===== src/rtl/ifu_pkg.sv =====
// Shared fetch-unit types and constants for the instruction byte buffer.
// The invalid-byte value matches the one the fold decoder treats as empty.
package ifu_pkg;
    localparam int IBUF_DEPTH  = 16;
    localparam int IBUF_FILL_W = 4;
    localparam int IBUF_WIN    = 7;

    localparam logic [7:0] INVALID_BYTE = 8'hff;

    typedef logic [3:0] ptr_t;
    typedef logic [4:0] cnt_t;
    typedef logic [IBUF_DEPTH-1:0][7:0] store_t;
    typedef logic [IBUF_WIN-1:0][7:0]   win_t;
endpackage


===== src/rtl/ibuf_window_if.sv =====
// Fetch-fill and decode-window bundle of the instruction byte buffer.
// master = fetch/decode side, slave = the buffer itself.
interface ibuf_window_if;
    logic        flush;
    logic        fill_valid;
    logic [31:0] fill_data;
    logic [2:0]  fill_cnt;
    logic        fill_ready;
    logic [2:0]  drain_cnt;
    logic [7:0]  ibuff_0;
    logic [7:0]  ibuff_1;
    logic [7:0]  ibuff_2;
    logic [7:0]  ibuff_3;
    logic [7:0]  ibuff_4;
    logic [7:0]  ibuff_5;
    logic [7:0]  ibuff_6;
    logic [6:0]  ibuff_vld;
    logic [4:0]  byte_count;
    logic        drain_err;

    modport master (
        output flush, fill_valid, fill_data, fill_cnt, drain_cnt,
        input  fill_ready, ibuff_0, ibuff_1, ibuff_2, ibuff_3,
        input  ibuff_4, ibuff_5, ibuff_6, ibuff_vld,
        input  byte_count, drain_err
    );

    modport slave (
        input  flush, fill_valid, fill_data, fill_cnt, drain_cnt,
        output fill_ready, ibuff_0, ibuff_1, ibuff_2, ibuff_3,
        output ibuff_4, ibuff_5, ibuff_6, ibuff_vld,
        output byte_count, drain_err
    );
endinterface


===== src/rtl/ibuf_window_rotmux.sv =====
// Rotating window mux: oldest 7 bytes from the circular store,
// with slots beyond the current occupancy forced to the invalid byte.
module ibuf_rotmux
    import ifu_pkg::*;
(
    input  store_t              mem,
    input  ptr_t                rd_ptr,
    input  cnt_t                count,
    output win_t                win,
    output logic [IBUF_WIN-1:0] vld
);

    always_comb begin
        win = '0;
        vld = '0;
        for (int i = 0; i < IBUF_WIN; i++) begin
            vld[i] = count > cnt_t'(i);
            win[i] = vld[i] ? mem[rd_ptr + ptr_t'(i)] : INVALID_BYTE;
        end
    end

endmodule


===== src/rtl/ibuf_window.sv =====
// Instruction byte buffer: 16-entry circular store filled up to 4 bytes
// per cycle by fetch and drained by decode through a 7-byte window.
module ibuf_window
    import ifu_pkg::*;
(
    input logic         clk,
    input logic         reset,
    ibuf_window_if.slave bus
);

    store_t mem;
    ptr_t   rd_ptr;
    ptr_t   wr_ptr;
    cnt_t   count;
    logic   drain_err;

    logic   fill_ok;
    logic   fill_ready;
    logic   accept;
    logic   over;
    cnt_t   drain_req;
    cnt_t   eff;
    cnt_t   fill_add;
    win_t   win;
    logic [IBUF_WIN-1:0] vld;

    assign fill_ok    = (bus.fill_cnt != 3'd0) && (bus.fill_cnt <= 3'd4);
    assign fill_ready = count <= cnt_t'(IBUF_DEPTH - IBUF_FILL_W);
    assign accept     = bus.fill_valid && fill_ready && fill_ok;

    // Drain is bounded by the registered occupancy only, so bytes
    // written this cycle can never be consumed in the same cycle.
    assign drain_req = {2'b00, bus.drain_cnt};
    assign over      = drain_req > count;
    assign eff       = over ? count : drain_req;
    assign fill_add  = accept ? {2'b00, bus.fill_cnt} : '0;

    always_ff @(posedge clk or posedge reset) begin
        if (reset) begin
            rd_ptr    <= '0;
            wr_ptr    <= '0;
            count     <= '0;
            drain_err <= 1'b0;
        end else if (bus.flush) begin
            rd_ptr    <= '0;
            wr_ptr    <= '0;
            count     <= '0;
            drain_err <= 1'b0;
        end else begin
            rd_ptr    <= rd_ptr + ptr_t'(eff);
            wr_ptr    <= wr_ptr + ptr_t'(fill_add);
            count     <= count - eff + fill_add;
            drain_err <= over;
        end
    end

    always_ff @(posedge clk) begin
        if (accept && !bus.flush) begin
            for (int i = 0; i < IBUF_FILL_W; i++) begin
                if (3'(i) < bus.fill_cnt)
                    mem[wr_ptr + ptr_t'(i)] <= bus.fill_data[8*i +: 8];
            end
        end
    end

    ibuf_rotmux u_rotmux (
        .mem    (mem),
        .rd_ptr (rd_ptr),
        .count  (count),
        .win    (win),
        .vld    (vld)
    );

    assign bus.fill_ready = fill_ready;
    assign bus.byte_count = count;
    assign bus.drain_err  = drain_err;
    assign bus.ibuff_vld  = vld;
    assign bus.ibuff_0    = win[0];
    assign bus.ibuff_1    = win[1];
    assign bus.ibuff_2    = win[2];
    assign bus.ibuff_3    = win[3];
    assign bus.ibuff_4    = win[4];
    assign bus.ibuff_5    = win[5];
    assign bus.ibuff_6    = win[6];

endmodule


===== src/flat_wrapper.sv =====
// flat-port wrapper written by rule: the top's interface ports become plain ports
module ibuf_window_flat import ifu_pkg::*;
  (clk, reset, bus_flush, bus_fill_valid, bus_fill_data, bus_fill_cnt, bus_drain_cnt, bus_fill_ready, bus_ibuff_0, bus_ibuff_1, bus_ibuff_2, bus_ibuff_3, bus_ibuff_4, bus_ibuff_5, bus_ibuff_6, bus_ibuff_vld, bus_byte_count, bus_drain_err);
  ibuf_window_if bus_i ();
  input logic clk;
  input logic reset;
  input wire logic [$bits(bus_i.flush)-1:0] bus_flush;
  input wire logic [$bits(bus_i.fill_valid)-1:0] bus_fill_valid;
  input wire logic [$bits(bus_i.fill_data)-1:0] bus_fill_data;
  input wire logic [$bits(bus_i.fill_cnt)-1:0] bus_fill_cnt;
  input wire logic [$bits(bus_i.drain_cnt)-1:0] bus_drain_cnt;
  output wire logic [$bits(bus_i.fill_ready)-1:0] bus_fill_ready;
  output wire logic [$bits(bus_i.ibuff_0)-1:0] bus_ibuff_0;
  output wire logic [$bits(bus_i.ibuff_1)-1:0] bus_ibuff_1;
  output wire logic [$bits(bus_i.ibuff_2)-1:0] bus_ibuff_2;
  output wire logic [$bits(bus_i.ibuff_3)-1:0] bus_ibuff_3;
  output wire logic [$bits(bus_i.ibuff_4)-1:0] bus_ibuff_4;
  output wire logic [$bits(bus_i.ibuff_5)-1:0] bus_ibuff_5;
  output wire logic [$bits(bus_i.ibuff_6)-1:0] bus_ibuff_6;
  output wire logic [$bits(bus_i.ibuff_vld)-1:0] bus_ibuff_vld;
  output wire logic [$bits(bus_i.byte_count)-1:0] bus_byte_count;
  output wire logic [$bits(bus_i.drain_err)-1:0] bus_drain_err;
  assign bus_i.flush = bus_flush;
  assign bus_i.fill_valid = bus_fill_valid;
  assign bus_i.fill_data = bus_fill_data;
  assign bus_i.fill_cnt = bus_fill_cnt;
  assign bus_i.drain_cnt = bus_drain_cnt;
  assign bus_fill_ready = bus_i.fill_ready;
  assign bus_ibuff_0 = bus_i.ibuff_0;
  assign bus_ibuff_1 = bus_i.ibuff_1;
  assign bus_ibuff_2 = bus_i.ibuff_2;
  assign bus_ibuff_3 = bus_i.ibuff_3;
  assign bus_ibuff_4 = bus_i.ibuff_4;
  assign bus_ibuff_5 = bus_i.ibuff_5;
  assign bus_ibuff_6 = bus_i.ibuff_6;
  assign bus_ibuff_vld = bus_i.ibuff_vld;
  assign bus_byte_count = bus_i.byte_count;
  assign bus_drain_err = bus_i.drain_err;
  ibuf_window u_core (.clk(clk), .reset(reset), .bus(bus_i));
endmodule

===== config.mk =====
export PLATFORM = sky130hd
export DESIGN_NAME = ibuf_window_flat
export DESIGN_NICKNAME = d
export VERILOG_FILES = /design/src/rtl/ifu_pkg.sv /design/src/rtl/ibuf_window_if.sv /design/src/rtl/ibuf_window_rotmux.sv /design/src/rtl/ibuf_window.sv /design/src/flat_wrapper.sv
export SDC_FILE = /design/constraint.sdc
export NUM_CORES = 1
export LEC_CHECK = 0
export CAP_MARGIN = 10
export CORE_MARGIN = 4
export CORE_UTILIZATION = 54
export CTS_CLUSTER_DIAMETER = 40
export DETAILED_ROUTE_END_ITERATION = 16
export PLACE_DENSITY = 0.74
export RECOVER_POWER = 100
export SLEW_MARGIN = 20
export SYNTH_ARGS = -nofsm -noshare
export SYNTH_HDL_FRONTEND = slang
export SYNTH_SLANG_ARGS = --single-unit

===== constraint.sdc =====
create_clock -name clk -period 24.7 [get_ports clk]
set_input_delay 7.41 -clock clk [delete_from_list [all_inputs] [get_ports clk]]
set_output_delay 7.41 -clock clk [all_outputs]
set_load 0.01 [all_outputs]

==> results of run 1 <==
power by group:
part           internal, mW  switching (mW)
clock network         0.161           0.116
registers             0.297          0.0668
logic                 0.618           0.716
total                  1.08           0.898
critical path, cell delays in order:
cell and delay, ns:
dlygate4sd3_1 0.83, or3_1 0.65, nand2_1 0.11, nor3_1 0.17
clkbuf_1 2.32, clkbuf_1 3.28
routing by layer:
layer	global-route usage, %	vias up
met5	0.962	-
met4	28.0	2
met3	18.0	339
met2	58.6	1565
met1	54.9	7060
li1	-	5921
cells by family (layout without fill, tap and decap cells):
| logic type | count (synthesis) | count (layout) |
|---|---|---|
| compound gates | 363 | 363 |
| xor+xnor | 23 | 23 |
| fa+ha+maj | 27 | 27 |
| buf+inv | 171 | 194 |
| flops | 142 | 142 |
| mux | 338 | 338 |
| other cells | 0 | 4 |
| simple gates | 399 | 399 |
cells in the mapped netlist, drive strengths merged (14+ instances only):
| cell | instances |
|---|---|
| inv | 23 |
| ha | 22 |
| edfxtp | 128 |
| a21o | 15 |
| nor2b | 15 |
| mux4 | 128 |
| clkbuf | 74 |
| nor3 | 19 |
| buf | 74 |
| nand3 | 31 |
| nor2 | 169 |
| mux2i | 202 |
| nand2 | 115 |
| a32oi | 34 |
| dfrtp | 14 |
| o21ai | 18 |
| o22ai | 32 |
| a21oi | 35 |
| a211oi | 87 |
| a221o | 70 |
| a22oi | 30 |
final cells by class:
class / instances / area (um2)
Fill cell: 2364 / 10800
Multi-Input combinational cell: 1150 / 10300
Sequential cell: 142 / 4200
Timing Repair Buffer: 139 / 1310
Tap cell: 378 / 473
Clock buffer: 18 / 429
Clock inverter: 14 / 181
Inverter: 23 / 86.3
Antenna cell: 4 / 10.0
worst max path at each step:
stage,end,cells after the start,startpoint,slack (ns)
floorplan,u_core.mem[0]$_DFFE_PP_,6,bus_fill_cnt[0],7.24
global placement,bus_ibuff_3[3],7,u_core.rd_ptr[1]$_DFF_PP0_,13.43
detailed placement,bus_ibuff_3[7],7,u_core.rd_ptr[1]$_DFF_PP0_,13.37
CTS,bus_ibuff_3[7],7,u_core.rd_ptr[1]$_DFF_PP0_,12.90
global route,bus_ibuff_5[5],7,u_core.rd_ptr[0]$_DFF_PP0_,9.44
finish,u_core.mem[87]$_DFFE_PP_,6,bus_fill_cnt[1],9.70
registers in the layout (all words and copies together), names as in the netlist:
signal                 flops
u_core.mem               128
u_core.bus.byte_count      5
u_core.rd_ptr              4
u_core.wr_ptr              4
u_core.bus.drain_err       1
cell usage in the layout (no fill, tap or decap), drive strengths merged, types with 31 or more instances in the layout:
cell type,synthesis,routed
o22ai,32,32
a32oi,34,34
mux2i,202,202
nand2,115,115
edfxtp,128,128
a21oi,35,35
a221o,70,70
a211oi,87,87
nand3,31,31
dlygate4sd3,0,69
nor2,169,169
clkdlybuf4s50,0,41
mux4,128,128
==> results.json, run 1 <==
{
  "ys_top_cells_by_area": "edfxtp_1, mux4_2, mux2i_1",
  "cts_tree": "done",
  "dieArea_um2": 30900,
  "hpwlAfterDp_um": 47300,
  "syn_nets": 1532,
  "cts_max_level": 4,
  "cts_resized": 0,
  "drtAntennaViolNets": 0,
  "dr.pass1.iters": 7,
  "antenna_found_initial": 0,
  "slew_headroom_pct": -201,
  "grt_pass1_vias": 13969,
  "synth.largest_area_cell": "edfxtp_1",
  "num_vias": 14887,
  "pin_count": 112,
  "area_delta_synth_final_pct": 11.6,
  "portBuffers": 111,
  "synth_edf_count": 128,
  "cts_setup_buffers": 0,
  "ir_drop_mv": 0.0773,
  "finalSetupViolCount": 0,
  "drt-met1-wl_um": 23100,
  "grt_pass1_wl_um": 96600,
  "leakagePower_nw": 6.45,
  "fin_crit_ns": 15.00,
  "grt_usage_pct": 42.7,
  "drive_above_1_share_pct": 15.5,
  "synthArstFlopShare_pct": 9.86,
  "max_freq_mhz": 66.7,
  "synth_ff_type": "edfxtp_1",
  "coreArea_um2": 27800,
  "dp.cells": 1831,
  "total_power_mw": 1.97,
  "hold-path-endpoint": "u_core.bus.byte_count[4]$_DFF_PP0_",
  "drcViolationCount": 0,
  "seq_area_frac_synth_pct": 27.5,
  "hold_violations": 0,
  "syn-cell-area_um2": 15200,
  "power.density_nw_per_um2": 116,
  "routed.top_layer": "met5",
  "muxShareOfSynthArea_pct": 32.8,
  "nets": 1542,
  "avgSynthCellArea_um2": 10.4,
  "clock_latency_ns": 0.44,
  "gp_congestion": 1.05,
  "hold_depth": 3,
  "timing.rr.start": "u_core.bus.byte_count[1]$_DFF_PP0_",
  "status": "finished with violations",
  "clkSinkCount": 142,
  "maxCapViolations": 4,
  "pre_cts_slack_ns": 13.37,
  "finalWorstSetupSlack_ns": 9.70,
  "die_h_um": 176,
  "initial_core_util_pct": 54.8,
  "fin_tns_setup_ns": 0,
  "synth_cell_types": 71,
  "die_w_um": 176,
  "synth_top_family_by_area": "multiplexers",
  "violations": "max-capacitance violations, max-slew violations",
  "cts_hold_buf": 0,
  "wl_met3_um": 12000,
  "synth_compound_area_share_pct": 18.6,
  "clockRootBuffer": "clkbuf_16",
  "cts_buffers": 17,
  "slew_violations": 239,
  "worstMarginPinSlew_ns": 4.51,
  "path_clk_slew_ns": 0.07,
  "wl_met2_um": 27200,
  "min_path_type": "register to register",
  "min_period_over_period_pct": 60.7,
  "synth_xor_area_share_pct": 1.47,
  "reg2reg_slack_ns": 16.61,
  "critPathKind": "input pin to register",
  "hold_slack_ns": 0.792,
  "crit_path_end_kind": "register",
  "critPathRequiredTime_ns": 24.63,
  "yosys.area_share.simple_pct": 12.3,
  "yosysWarnings": 0,
  "rsz0062_at_grt": "false",
  "hold_start": "u_core.bus.byte_count[4]$_DFF_PP0_",
  "r2r_cells": 7,
  "synth.top_cell.area_share_pct": 25.2,
  "worstReg2RegEnd": "u_core.mem[87]$_DFFE_PP_",
  "worstSetupStartpointType": "input pin",
  "drtIter0Drc": 2920,
  "wl_per_cell_um": 36.3,
  "ys_ff_latch": 142,
  "synth_fa_ha_area_share_pct": 2.47,
  "netlist_instances": 1463,
  "worst-path-max-fanout": 76,
  "vias_per_cell": 7.97,
  "grt-ovfl-total": 0,
  "fin_cells": 1868,
  "clockBufferDepth": 2,
  "clock_skew_ns": 0.0127,
  "routed_wl_um": 67900,
  "final_area_um2": 17000,
  "place_area_um2": 16400,
  "grt_max_degree": 77,
  "rows": 61,
  "final_util_pct": 61.1,
  "critPathArrivalTime_ns": 14.93
}
(Power assumes the default switching activity.)
==> inputs of run 2 (changes only) <==
Clock period 24.7 ns to 14.2 ns, I/O delays scaled along.
==> results.json, run 2 (same netlist as run 1, synthesis figures left out) <==
{
  "status": "finished with violations",
  "violations": "max-capacitance violations, max-slew violations",
  "switching_share_pct": 46.5,
  "worstSetupStartpointType": "register",
  "fin_tns_setup_ns": 0,
  "clock_power_share_pct": 13.0,
  "fillerInstances": 2393,
  "cts_tree": "done",
  "drive_above_1_share_pct": 15.4,
  "worstMarginPinSlew_ns": 3.52,
  "hold_violations": 0,
  "seq_power_share_pct": 18.0,
  "clockRootBuffer": "clkbuf_16",
  "ir_drop_mv": 0.108,
  "final_cell_mix": "mux2i_1, nor2_1, mux4_2, edfxtp_1, nand2_1",
  "clock_skew_ns": 0.0100,
  "leakagePower_nw": 6.41,
  "cts_hold_buf": 0,
  "largest_register_ffs": 128,
  "drtIter0Drc": 2846,
  "routed_wl_um": 66500,
  "grt_max_degree": 71,
  "clkSinkCount": 142,
  "clock_latency_ns": 0.43,
  "wl_per_cell_um": 35.7,
  "grt_pass1_wl_um": 95900,
  "cts_max_level": 4,
  "min_period_over_period_pct": 72.4,
  "cts_buffers": 17,
  "internal_power_mw": 1.82,
  "finalSetupViolCount": 0,
  "rsz0062_at_grt": "false",
  "drtAntennaViolNets": 0,
  "max_freq_mhz": 97.2,
  "crit_path_end_kind": "primary output",
  "portBuffers": 111,
  "grt_pass1_vias": 13803,
  "netSwitchingPower_mw": 1.58,
  "coreArea_um2": 27800,
  "slew_violations": 111,
  "drcViolationCount": 0,
  "grt-ovfl-total": 0,
  "antenna_found_initial": 1,
  "area_delta_synth_final_pct": 11.2,
  "cts_resized": 0,
  "die_w_um": 176,
  "fin_crit_ns": 10.28,
  "initial_core_util_pct": 54.8,
  "clockBufferDepth": 2,
  "power.density_nw_per_um2": 201,
  "critPathKind": "register to primary output",
  "rows": 61,
  "layout_commonest_cell": "mux2i_1",
  "cts_setup_buffers": 0,
  "critPathArrivalTime_ns": 6.02,
  "total_power_mw": 3.41,
  "worst-path-max-fanout": 40,
  "top_register": "u_core.mem",
  "die_h_um": 176,
  "hpwlAfterDp_um": 47000,
  "dr.pass1.iters": 6,
  "maxCapViolations": 3,
  "grt_usage_pct": 42.1,
  "path_clk_slew_ns": 0.07,
  "slew_headroom_pct": -135,
  "num_vias": 14933,
  "gp_congestion": 1.06,
  "nets": 1540,
  "combinationalPowerShare_pct": 69.0,
  "vias_per_cell": 8.01,
  "dieArea_um2": 30900,
  "critPathRequiredTime_ns": 9.94,
  "min_path_type": "register to register",
  "pin_count": 112
}
[run 2: critical path: stages, from the launching register on]
cell and delay, ns:
dfrtp_1 1.06, inv_1 0.28, ha_1 1.02, clkbuf_1 1.60
mux4_2 0.67, nand2_1 0.09, a32oi_1 0.16, dlygate4sd3_1 0.70
[run 2: stage by stage]
step | worst slack [ns] | instance area (um2) | std cells | utilization, % | hold WS, ns
6_report | 3.92 | 16900 | 1865 | 60.9 | 0.761
3_3_place_gp | 5.88 | 16400 | 1829 | 59.0 | 0.752
4_1_cts | 5.35 | 17000 | 1861 | 61.0 | 0.764
2_1_floorplan | 3.84 | 15200 | 1463 | - | 0.612
3_5_place_dp | 5.82 | 16400 | 1829 | 59.0 | 0.750
5_1_grt | 3.58 | 16900 | 1862 | 60.9 | 0.856
[run 2: worst paths after layout]
kind	startpoint	to	slack, ns	cells after the start
setup / recovery	u_core.rd_ptr[1]$_DFF_PP0_	bus_ibuff_3[6]	3.92	7
setup reg to reg	u_core.bus.byte_count[1]$_DFF_PP0_	u_core.mem[89]$_DFFE_PP_	8.38	7
min in group asynchronous	reset	u_core.bus.byte_count[3]$_DFF_PP0_	4.36	2
hold / removal	u_core.bus.byte_count[4]$_DFF_PP0_	u_core.bus.byte_count[4]$_DFF_PP0_	0.76	3
max in group asynchronous	reset	u_core.rd_ptr[0]$_DFF_PP0_	9.36	2
hold reg to reg	u_core.bus.byte_count[4]$_DFF_PP0_	u_core.bus.byte_count[4]$_DFF_PP0_	0.76	3
[run 2: layout make-up]
class                   count  area, um2  share of cell area [%]
flip-flops and latches    142       4200                    24.8
multi-input cells        1150      10300                    60.8
repair buffers            137       1310                    7.71
clock buffers              17        425                    2.51
well taps                 378        473                    2.79
clock inverters            15        140                   0.828
diodes                      3       7.51                  0.0443
inverters                  23       86.3                   0.510
[run 2: layer usage]
metal / track usage [%] / part of all wire [%] / vias to the layer above / routed length, um
met2: 58.0 / 40 / 1609 / 26700
met4: 24.5 / 7.7 / 0 / 5150
met1: 56.4 / 34 / 7107 / 22300
met3: 16.2 / 19 / 299 / 12300
li1: - / - / 5918 / -
met5: 0 / 0 / - / 0
[run 2: power by group through the flow]
stage / Sequential (mW) / Combinational (mW) / Clock, mW
floorplan: 0.561 / 1.50 / 0
global placement: 0.631 / 2.32 / 0
detailed placement: 0.633 / 2.34 / 0
CTS: 0.625 / 2.35 / 0.439
global route: 0.614 / 2.48 / 0.459
finish: 0.614 / 2.35 / 0.442
